--- src/rtl/router_fsm_ctrl.sv ---
// Packet sequencer for the 1x3 router: steers each packet through decode, load, full-stall and
// parity phases, and flushes output FIFOs whose reader has gone quiet for too long.
module router_fsm_ctrl #(
    parameter int TIMEOUT = 30,
    parameter int CNT_W   = 5
) (
    input  logic       clock,
    input  logic       reset,
    input  logic       pkt_valid,
    input  logic [1:0] data_in,
    input  logic [2:0] fifo_full,
    input  logic [2:0] fifo_empty,
    input  logic [2:0] read_enb,
    input  logic       low_pkt_valid,
    input  logic       parity_done,
    output logic       busy,
    output logic       detect_add,
    output logic       lfd_state,
    output logic       ld_state,
    output logic       laf_state,
    output logic       full_state,
    output logic       rst_int_reg,
    output logic       write_enb_reg,
    output logic [2:0] write_enb,
    output logic [2:0] vld_out,
    output logic [2:0] soft_reset
);

    typedef enum logic [2:0] {
        DECODE_ADDRESS     = 3'd0,
        LOAD_FIRST_DATA    = 3'd1,
        LOAD_DATA          = 3'd2,
        LOAD_PARITY        = 3'd3,
        FIFO_FULL_STATE    = 3'd4,
        LOAD_AFTER_FULL    = 3'd5,
        WAIT_TILL_EMPTY    = 3'd6,
        CHECK_PARITY_ERROR = 3'd7
    } state_e;

    state_e           state_q, state_d;
    logic [1:0]       addr_q, addr_d;
    logic [CNT_W-1:0] cnt_q [3];
    logic [CNT_W-1:0] cnt_d [3];
    logic [2:0]       soft_reset_q, soft_reset_d;

    logic hdr_valid;
    logic hdr_empty;
    logic full_sel;
    logic sr_sel;
    logic empty_sel;

    assign hdr_valid  = pkt_valid && (data_in != 2'd3);
    assign vld_out    = ~fifo_empty;
    assign soft_reset = soft_reset_q;

    // Port-indexed selects; index 3 never names a FIFO, so it reads as inactive.
    always_comb begin
        hdr_empty = 1'b0;
        full_sel  = 1'b0;
        sr_sel    = 1'b0;
        empty_sel = 1'b0;
        if (data_in != 2'd3) begin
            hdr_empty = fifo_empty[data_in];
        end
        if (addr_q != 2'd3) begin
            full_sel  = fifo_full[addr_q];
            sr_sel    = soft_reset_q[addr_q];
            empty_sel = fifo_empty[addr_q];
        end
    end

    always_comb begin
        state_d = state_q;
        addr_d  = addr_q;
        case (state_q)
            DECODE_ADDRESS: begin
                if (hdr_valid) begin
                    addr_d  = data_in;
                    state_d = hdr_empty ? LOAD_FIRST_DATA : WAIT_TILL_EMPTY;
                end
            end
            LOAD_FIRST_DATA: state_d = LOAD_DATA;
            LOAD_DATA: begin
                if (full_sel)        state_d = FIFO_FULL_STATE;
                else if (!pkt_valid) state_d = LOAD_PARITY;
            end
            FIFO_FULL_STATE: begin
                if (!full_sel) state_d = LOAD_AFTER_FULL;
            end
            LOAD_AFTER_FULL: begin
                if (parity_done)        state_d = DECODE_ADDRESS;
                else if (low_pkt_valid) state_d = LOAD_PARITY;
                else                    state_d = LOAD_DATA;
            end
            LOAD_PARITY: state_d = CHECK_PARITY_ERROR;
            CHECK_PARITY_ERROR: state_d = full_sel ? FIFO_FULL_STATE : DECODE_ADDRESS;
            WAIT_TILL_EMPTY: begin
                if (empty_sel) state_d = LOAD_FIRST_DATA;
            end
            default: state_d = DECODE_ADDRESS;
        endcase
        // A flushed destination abandons the packet wherever it is.
        if (sr_sel && state_q != DECODE_ADDRESS) begin
            state_d = DECODE_ADDRESS;
        end
    end

    always_ff @(posedge clock or posedge reset) begin
        if (reset) begin
            state_q <= DECODE_ADDRESS;
            addr_q  <= 2'd0;
        end else begin
            state_q <= state_d;
            addr_q  <= addr_d;
        end
    end

    always_comb begin
        busy          = 1'b0;
        detect_add    = 1'b0;
        lfd_state     = 1'b0;
        ld_state      = 1'b0;
        laf_state     = 1'b0;
        full_state    = 1'b0;
        rst_int_reg   = 1'b0;
        write_enb_reg = 1'b0;
        case (state_q)
            DECODE_ADDRESS:     detect_add = 1'b1;
            LOAD_FIRST_DATA:    begin lfd_state = 1'b1; busy = 1'b1; write_enb_reg = 1'b1; end
            LOAD_DATA:          begin ld_state = 1'b1; write_enb_reg = 1'b1; end
            FIFO_FULL_STATE:    begin full_state = 1'b1; busy = 1'b1; end
            LOAD_AFTER_FULL:    begin laf_state = 1'b1; busy = 1'b1; write_enb_reg = 1'b1; end
            LOAD_PARITY:        begin busy = 1'b1; write_enb_reg = 1'b1; end
            CHECK_PARITY_ERROR: begin rst_int_reg = 1'b1; busy = 1'b1; end
            WAIT_TILL_EMPTY:    busy = 1'b1;
            default:            detect_add = 1'b0;
        endcase
    end

    always_comb begin
        for (int i = 0; i < 3; i++) begin
            write_enb[i] = write_enb_reg && (addr_q == 2'(i));
        end
    end

    // A port stalls while it holds data nobody is reading; the counter wraps as it fires.
    always_comb begin
        for (int i = 0; i < 3; i++) begin
            cnt_d[i]        = '0;
            soft_reset_d[i] = 1'b0;
            if (vld_out[i] && !read_enb[i]) begin
                if (cnt_q[i] == CNT_W'(TIMEOUT - 1)) begin
                    soft_reset_d[i] = 1'b1;
                end else begin
                    cnt_d[i] = cnt_q[i] + 1'b1;
                end
            end
        end
    end

    always_ff @(posedge clock or posedge reset) begin
        if (reset) begin
            for (int i = 0; i < 3; i++) begin
                cnt_q[i] <= '0;
            end
            soft_reset_q <= 3'b000;
        end else begin
            for (int i = 0; i < 3; i++) begin
                cnt_q[i] <= cnt_d[i];
            end
            soft_reset_q <= soft_reset_d;
        end
    end

endmodule
--- config.mk ---
export PLATFORM = sky130hd
export DESIGN_NAME = router_fsm_ctrl
export DESIGN_NICKNAME = d
export VERILOG_FILES = /design/src/rtl/router_fsm_ctrl.sv
export SDC_FILE = /design/constraint.sdc
export NUM_CORES = 1
export LEC_CHECK = 0
export CORE_ASPECT_RATIO = 0.9
export CORE_MARGIN = 2
export CORE_UTILIZATION = 25
export DETAILED_ROUTE_END_ITERATION = 10
export GPL_TIMING_DRIVEN = 0
export PLACE_DENSITY = 0.44
export SLEW_MARGIN = 20
export SYNTH_ARGS = -nofsm -noshare
export SYNTH_HDL_FRONTEND = slang
export SYNTH_SLANG_ARGS = --single-unit
--- constraint.sdc ---
create_clock -name clock -period 4.4 [get_ports clock]
set_input_delay 1.1 -clock clock [delete_from_list [all_inputs] [get_ports clock]]
set_output_delay 1.1 -clock clock [all_outputs]
set_load 0.005 [all_outputs]
After elaboration in Yosys (flattened, before gate mapping)
Index checks and enable logic that the tools add are counted.
- register bits: 23
- output and inout bits: 17
- input bits: 16
- magnitude comparators: 2
- equal/unequal tests: 18
- reduce and logical (&&, ||, !) cells: 18
- muxes and demuxes: 43
- $add $sub $neg: 3
- bitwise gates (word level): 1
- operator list (cell ; count):
    $mux W5 ; 6
    $mux W3 ; 8
    $pmux W3 S8 ; 1
    $mux W1 ; 23
    $add A5 B1 Y5 const B ; 3
    $eq A5 B5 Y1 const B ; 3
    $eq A3 B3 Y1 const B ; 4
    $ne A3 B3 Y1 const B ; 3
    $bmux W1 S2 ; 4
    $logic_and A1 B1 Y1 ; 8
    $eq A3 B2 Y1 const B ; 2
    $lt A2 B3 Y1 const B ; 2
    $reduce_or A6 Y1 ; 1
    $ne A2 B2 Y1 const B ; 2
    $ne A4 B4 Y1 const B ; 1
    $reduce_and A4 Y1 ; 1
    $reduce_or A4 Y1 ; 1
    $eq A3 B1 Y1 const B ; 1
    $logic_not A1 Y1 ; 3
    $logic_not A3 Y1 ; 1
    $not A3 Y3 ; 1
    $reduce_bool A3 Y1 ; 1
    $eq A2 B1 Y1 const B ; 1
    $eq A2 B2 Y1 const B ; 1
    other kinds (3) ; 3

Depth between registers and ports, before layout
Gate-level depths: netlist of the first run.
- depth in word-level cells: 7
- depth in mapped cells: 6
- gate-level depth less buffers: 5

Worst setup path after synthesis of the first run
No wires, ideal clock.
- path type: in2out
- from: input port fifo_empty[0]
- to: output port vld_out[0]
- path slack: 2157 ps
- path buffers: 0
- data arrival time: 1143 ps
- stages on the path: 1
- path through: inv_1
- cells in the longest elaborated chain, start to end: 1
- ends and longest elaborated chain (element ; line ; RTL):
    start, declared ; 12 ; input logic [2:0] fifo_empty,
    $not A3 Y3 ; 53 ; assign vld_out = ~fifo_empty;
    end, declared ; 25 ; output logic [2:0] vld_out,
No other way between the ends.

Final worst setup path of the first run
- from: input port fifo_empty[2]
- to: output port vld_out[2]
The elaborated chain is that of the path after synthesis.

==> out/metrics.cfg, run 1 <==
[status]
status = finished clean

[die]
die_y_um = 73.39
start_util_pct = 25.76
core_area_mm2 = 0.005192
die_x_um = 81.10
ios = 33
rows = 25
die_area_mm2 = 0.005952

[synthesis]
synth_warnings = 0
synth_seq_cells = 23
syn_area_per_cell_um2 = 9.554
ys_seq_area_share_pct = 43.03
ys_types = 44
syn_area_mm2 = 0.001338
synthesis.nets = 162
syn_inst = 140

[cells_and_area]
fin_area_mm2 = 0.001787
diodes = 0
syn_to_final_growth_pct = 33.58
drive_gt1_share_pct = 8.523
nets = 199

[place]
io_buffers = 32
gp_congestion = 0.7190
postPlaceCellArea_mm2 = 0.001742
place_hpwl_um = 2348

[global_route]
grt_pass1_vias = 1028
grt_overflow = 0
track_usage_pct = 10.88
use_met1_pct = 14.78
grt_pass1_wl_um = 4995
grt_max_degree = 24
antenna_found_initial = 0
use_met3_pct = 3.440
grt-busiest-layer = met2
met2_usage_pct = 17.08

[route]
wirelength_um = 3055
ant_nets = 0
first_iter_violations = 38
post-route-drc-count = 0
vias = 1087
firstDrtPassIters = 4
vias_per_cell = 4.473
wl_per_cell_um = 12.57

[sta]
rsz0062_at_grt = no
relSlewSlack_pct = 41.06
skew_ps = 4.324
fin_crit_ps = 3342
fin_setup_tns_ps = 0
report.final.slew_viol_count = 0
fmax_ghz = 0.2992
min_period_over_period_pct = 75.95
setup_viol = 0
final-hold-violation-count = 0
worst_pin_slew_ps = 883.2

[critical_path]
cp-end-kind = output port
worstSetupStartpointType = input pin
r2r_cells = 6
worstSetupPathType = input pin to output port
required_ps = 3300
crit_path_end = vld_out[2]
arrival_ps = 2240
worstPathMaxFanout = 5
setup.worst_path.start = fifo_empty[2]
r2r_setup_slack_ps = 2750
reg2reg_from = addr_q[0]
reg2reg_to = state_q[1]

[clocking]
cts_tree = done
clock_latency_ps = 260
root_buffer = clkbuf_8
ctsHoldBuffers = 0
cts_buffer_depth = 2
htree_levels = 1
cts_setup_buffers = 0
cts_sinks = 23
path_clk_slew_ps = 80
numCtsBuffers = 3
post_cts_resized = 0

[run]
drv_cap = 0

[power_and_ir_drop]
leakagePower_nw = 0.7737
peakVddDrop_v = 0.0001656
power_density_mw_per_mm2 = 466.4

[worst_hold_path]
hold_path.class = flop to flop

power breakdown:
group	internal (W)	total [W]	switching (W)
combinational	0.000236	0.000445	0.000209
clock	0.0000645	0.000130	0.0000653
sequential	0.000238	0.000259	0.0000204
worst min-delay path by stage:
stage | cells after the start | slack [ps] | startpoint | end
floorplan | 1 | 460 | cnt_q[0] | cnt_q[0]
global placement | 1 | 480 | cnt_q[5] | cnt_q[5]
detailed placement | 1 | 490 | cnt_q[10] | cnt_q[10]
CTS | 1 | 510 | cnt_q[10] | cnt_q[10]
global route | 1 | 530 | cnt_q[0] | cnt_q[0]
finish | 1 | 500 | cnt_q[10] | cnt_q[10]
cells by family (layout without fill, tap and decap cells):
family | Yosys count | count (layout) | synth area share, %
AOI/OAI and AO/OA | 19 | 19 | 12.35
muxes | 4 | 4 | 3.274
and+or+nand+nor | 63 | 63 | 23.67
DFF | 23 | 23 | 43.03
adders and majority gates | 7 | 7 | 6.454
buffers and inverters | 15 | 51 | 5.332
xor gates and xnor gates | 9 | 9 | 5.894
cell usage after synthesis (all sizes together):
library cell / n / share of area, %
a221o: 1 / 0.75
a311oi: 1 / 0.65
o22a: 2 / 1.4
ha: 6 / 5.6
mux2i: 4 / 3.3
o21ba: 1 / 0.75
nor3b: 2 / 1.1
buf: 3 / 1.8
a2bb2oi: 2 / 1.3
nand2: 7 / 2.0
or3: 1 / 0.47
nand3b: 1 / 0.56
maj3: 1 / 0.84
a211o: 1 / 0.65
inv: 11 / 3.3
xnor2: 3 / 2.0
a221oi: 1 / 0.65
a21o: 1 / 0.56
o21ai: 3 / 1.1
a22oi: 1 / 0.56
clkbuf: 1 / 0.28
nand2b: 2 / 0.94
nand3: 7 / 2.6
o2bb2ai: 1 / 2.1
o2111ai: 1 / 0.65
a21oi: 2 / 0.75
o22ai: 1 / 0.47
nor2b: 3 / 2.0
xor2: 6 / 3.9
and3: 4 / 1.9
nand4: 3 / 1.4
nor3: 6 / 2.6
dfrtp: 23 / 43
or2: 1 / 0.47
nor2: 24 / 6.7
and2: 2 / 0.94
flip-flops by register name (all words and copies together) (netlist names):
register and count:
cnt_q 15, soft_reset 3, state_q 3, addr_q 2
area by class of cell:
class	count	area, um^2
Timing Repair Buffer	32	320.3
Inverter	11	43.79
Tap cell	67	83.83
Sequential cell	23	575.6
Fill cell	561	3406
Clock buffer	4	45.04
Multi-Input combinational cell	102	690.7
Buffer	4	27.53
placed cells by master, fill, tap and decap left out, drive strengths merged, types with 2 or more instances in the layout:
master         Yosys  layout
and3               4       4
clkbuf             1       5
a21oi              2       2
nor3b              2       2
nor2              24      24
ha                 6       6
mux2i              4       4
inv               11      11
clkdlybuf4s50      0      32
and2               2       2
nand4              3       3
a2bb2oi            2       2
dfrtp             23      23
xor2               6       6
nor3               6       6
nand2              7       7
buf                3       3
nand3              7       7
o22a               2       2
nor2b              3       3
nand2b             2       2
o21ai              3       3
xnor2              3       3
metrics by stage:
| step | setup WS (ps) | util [%] | cells | hold slack [ps] | power [W] |
|---|---|---|---|---|---|
| 2_1_floorplan | 2157 | - | 140 | 460.4 | 0.0005460 |
| 3_3_place_gp | 1047 | 33.54 | 239 | 479.2 | 0.0007107 |
| 3_5_place_dp | 1066 | 33.54 | 239 | 494.7 | 0.0007138 |
| 4_1_cts | 1048 | 34.41 | 243 | 506.2 | 0.0008503 |
| 5_1_grt | 1013 | 34.41 | 243 | 525.4 | 0.0009042 |
| 6_report | 1058 | 34.41 | 243 | 498.3 | 0.0008333 |
worst max-delay path: stages:
cell	delay, ps
clkdlybuf4s50_1	540
inv_1	100
clkdlybuf4s50_1	500
routing by layer:
| metal | wire length [um] | vias up |
|---|---|---|
| li1 | - | 552 |
| met1 | 1501 | 505 |
| met2 | 1331 | 28 |
| met3 | 201 | 2 |
| met4 | 21 | 0 |
| met5 | 0 | - |
(Power assumes the default switching activity.)
==> run 2, diff against run 1 <==
Settings changed: PLACE_DENSITY 0.44 to 0.46.
Clock period 4.4 ns to 3 ns, I/O delays scaled along.
==> run 2 against run 1 <==
Net effect: non-clock buffer count unchanged; sequential power increased by 47%; routed wire length decreased by 2.0%; largest power group unchanged.
==> out/metrics.cfg, run 2 (synthesis gave the netlist of run 1 again) <==
[critical_path]
required_ps = 2250
worstPathMaxFanout = 10
cp-end-kind = output port
worstSetupPathType = flop to output port
setup.worst_path.start = state_q[0]
worstSetupStartpointType = flop
critical-path-max-stage-delay_ps = 530
cp_cell_sequence = clkbuf_1 > a21oi_1 > nor3b_1 > clkdlybuf4s50_1
r2r_cells = 6
reg2reg_to = state_q[1]
crit_slowest_cell = clkdlybuf4s50_1
arrival_ps = 1980
r2r_setup_slack_ps = 1360
reg2reg_from = addr_q[0]
crit_path_end = write_enb[1]

[route]
first_iter_violations = 39
wl_per_cell_um = 12.33
wirelength_um = 2995
ant_nets = 0
vias = 1099
vias_per_cell = 4.523
firstDrtPassIters = 4
post-route-drc-count = 0

[cells_and_area]
syn_to_final_growth_pct = 33.68
largest_reg_flops = 15
drive_gt1_share_pct = 9.091
fin_area_mm2 = 0.001788
nets = 199
largest_register = cnt_q
mostFrequentLayoutCells = clkdlybuf4s50_1, nor2_1, dfrtp_1
layout_commonest_cell = clkdlybuf4s50_1
diodes = 0

[die]
rows = 25
core_area_mm2 = 0.005192
die_area_mm2 = 0.005952
ios = 33
die_y_um = 73.39
start_util_pct = 25.76
die_x_um = 81.10

[clocking]
root_buffer = clkbuf_8
cts_setup_buffers = 0
post_cts_resized = 0
ctsHoldBuffers = 0
path_clk_slew_ps = 80
clock_latency_ps = 260
cts_buffer_depth = 2
cts_tree = done
cts_sinks = 23
htree_levels = 1
numCtsBuffers = 3

[place]
place_hpwl_um = 2354
gp_congestion = 0.7455
postPlaceCellArea_mm2 = 0.001742
dp_slack_ps = 366.2
io_buffers = 32

[sta]
rsz0062_at_grt = no
relSlewSlack_pct = 42.49
min_period_over_period_pct = 91.00
fin_crit_ps = 2730
final-hold-violation-count = 0
fmax_ghz = 0.3663
skew_ps = 8.467
setup_viol = 0
worst_pin_slew_ps = 861.7
fin_setup_tns_ps = 0
fin_ws_ps = 270.0
report.final.slew_viol_count = 0

[global_route]
grt_pass1_wl_um = 5043
grt_max_degree = 24
grt_overflow = 0
antenna_found_initial = 0
track_usage_pct = 10.95
grt_pass1_vias = 1027

[power_and_ir_drop]
power_density_mw_per_mm2 = 686.1
leakagePower_nw = 0.7764
peakVddDrop_v = 0.0002138
p_total_w = 0.001227

[worst_hold_path]
hold_path.class = flop to flop

[status]
status = finished clean

[run]
drv_cap = 0

## run 2: cell count changes in the layout (fill, tap and decap cells not counted), sizes merged
cell | previous run | this run
clkbuf | 5 | 4
clkinv | 0 | 1
## run 2: final cells by class
type                    count  area [um^2]
clock inverters             1        5.005
fillers                   567         3405
flip-flops and latches     23        575.6
inverters                  11        43.79
multi-input cells         102        690.7
repair buffers             32        320.3
well taps                  67        83.83
clock buffers               3        41.29
plain buffers               4        27.53
## run 2: report_power, final
part           leakage, nW  internal (W)  total [W]  switching [W]
Sequential           0.309      0.000349   0.000380      0.0000309
Clock               0.0255     0.0000926   0.000190      0.0000976
Combinational        0.442      0.000346   0.000656       0.000311
## run 2: worst min path at each step
stage	from	endpoint	slack, ps	depth (start not counted)
6_report	cnt_q[5]	cnt_q[5]	490	1
5_1_grt	cnt_q[5]	cnt_q[5]	510	1
4_1_cts	cnt_q[5]	cnt_q[5]	490	1
3_5_place_dp	cnt_q[5]	cnt_q[5]	480	1
3_3_place_gp	cnt_q[0]	cnt_q[0]	480	1
2_1_floorplan	cnt_q[0]	cnt_q[0]	460	1
## run 2: worst max-delay path, delay by kind of cell (launching register included)
family                 cells  cell delay (ps)
buffers and inverters      2              870
and+or+nand+nor            1              230
AOI/OAI and AO/OA          1              210
DFF                        1              410
## run 2: stage by stage
step / hold slack (ps) / util [%] / std cells
after floorplan: 460.4 / - / 140
after CTS: 493.9 / 34.43 / 243
after global routing: 506.8 / 34.43 / 243
final: 491.8 / 34.43 / 243
after global placement: 477.3 / 33.54 / 239
after detailed placement: 481.9 / 33.54 / 239
## run 2: routing by layer
layer	global-route usage [%]	wire (um)	vias up	share of wire (%)
met3	1.843	212	5	7.1
met1	15.70	1472	511	49
met4	4.520	50	0	1.7
met5	0	0	-	0
li1	-	-	551	-
met2	16.35	1260	32	42
==> run 3, diff against run 2 <==
Settings changed: CORE_UTILIZATION 25 to 44, PLACE_DENSITY 0.46 to 0.73.
==> run 3 against run 2 <==
Net effect: register-to-register slack worse by 30 ps; first-iteration DRC count up 51%; hold slack better by 11 ps; critical endpoint unchanged; largest power group unchanged; highest routed layer unchanged.
==> out/metrics.cfg, run 3 (synthesis gave the netlist of run 1 again) <==
[sta]
min_period_over_period_pct = 91.20
skew_ps = 6.910
setup_viol = 0
rsz0062_at_grt = no
worst_pin_slew_ps = 837.6
fin_crit_ps = 2736
fmax_ghz = 0.3655
report.final.slew_viol_count = 0
final-hold-violation-count = 0
relSlewSlack_pct = 44.10
fin_setup_tns_ps = 0

[clocking]
cts_setup_buffers = 0
root_buffer = clkbuf_4
path_clk_slew_ps = 120
cts_buffer_depth = 2
clock_latency_ps = 310
numCtsBuffers = 3
post_cts_resized = 0
ctsHoldBuffers = 0
cts_tree = done
htree_levels = 1
cts_sinks = 23

[cells_and_area]
largest_reg_flops = 15
drive_gt1_share_pct = 9.091
mostFrequentLayoutCells = clkdlybuf4s50_1, nor2_1, dfrtp_1
layout_commonest_cell = clkdlybuf4s50_1
diodes = 0
fin_util_pct = 61.64
largest_register = cnt_q
nets = 199
syn_to_final_growth_pct = 29.75

[route]
vias = 1128
post-route-drc-count = 0
first_iter_violations = 59
firstDrtPassIters = 4
vias_per_cell = 5.222
wirelength_um = 2695
wl_per_cell_um = 12.48
ant_nets = 0

[die]
core_area_mm2 = 0.002815
start_util_pct = 47.51
die_area_mm2 = 0.003497
die_x_um = 62.12
die_y_um = 56.31
ios = 33
rows = 18

[global_route]
antenna_found_initial = 0
grt_max_degree = 24
track_usage_pct = 16.78
grt_pass1_wl_um = 4733
grt_pass1_vias = 1106
grt_overflow = 0

[critical_path]
crit_slowest_cell = clkdlybuf4s50_1
cp_cell_sequence = clkbuf_1 > a21oi_1 > nor3b_1 > clkdlybuf4s50_1
reg2reg_from = addr_q[0]
reg2reg_to = state_q[1]
arrival_ps = 1990
cp.depth = 4
worstPathMaxFanout = 10
cp-end-kind = output port
cp_top_family = buffers and inverters
r2r_setup_slack_ps = 1330
critical-path-max-stage-delay_ps = 520
crit_buf_inv = 2
worstSetupPathType = flop to output port
required_ps = 2250
r2r_cells = 6
worstSetupStartpointType = flop

[power_and_ir_drop]
leakagePower_nw = 0.7687
power_density_mw_per_mm2 = 675.1
peakVddDrop_v = 0.0004296

[place]
place_hpwl_um = 2096
io_buffers = 32
gp_congestion = 0.7669

[worst_hold_path]
hold_path.class = flop to flop
hold_start = cnt_q[5]
holdPathEnd = cnt_q[5]
hold_path_depth = 1

[status]
status = finished clean

[run]
drv_cap = 0

-- run 3: layer usage --
metal | GRT usage [%] | routed length (um) | part of all wire (%)
met2 | 27.64 | 1206 | 45
met3 | 5.411 | 190 | 7.1
met1 | 20.57 | 1255 | 47
met4 | 6.667 | 43 | 1.6
met5 | 0 | 0 | 0
-- run 3: final cells by class --
cell class	instances	area (um^2)
sequential	23	575.6
clock buffer	3	22.52
multi-input combinational	102	690.7
buffer	4	27.53
inverter	11	43.79
clock inverter	1	5.005
tap	40	50.05
fill	236	1080
timing repair buffer	32	320.3
-- run 3: worst max-delay path by stage --
stage | start | endpoint | slack, ps
3_3_place_gp | fifo_empty[2] | vld_out[2] | 400
2_1_floorplan | state_q[0] | write_enb[1] | 1240
4_1_cts | state_q[0] | write_enb[1] | 250
3_5_place_dp | fifo_empty[2] | vld_out[2] | 380
6_report | state_q[0] | write_enb[1] | 260
5_1_grt | state_q[0] | write_enb[1] | 150
-- run 3: report_power, final --
part | switching, W | total (W) | internal, W
clock network | 0.0000880 | 0.000138 | 0.0000498
logic | 0.000308 | 0.000654 | 0.000346
registers | 0.0000310 | 0.000380 | 0.000349
total | 0.000427 | 0.00117 | 0.000745
-- run 3: stage by stage --
step | hold WS [ps] | worst slack (ps) | total power (W) | cell area, um^2 | instances
6_report | 502.5 | 264.1 | 0.001172 | 1735 | 216
5_1_grt | 543.0 | 151.0 | 0.001257 | 1735 | 216
4_1_cts | 507.4 | 250.9 | 0.001178 | 1735 | 216
3_5_place_dp | 489.4 | 381.4 | 0.001034 | 1708 | 212
3_3_place_gp | 475.2 | 397.5 | 0.001019 | 1708 | 212
2_1_floorplan | 460.4 | 1242 | 0.0008008 | 1338 | 140
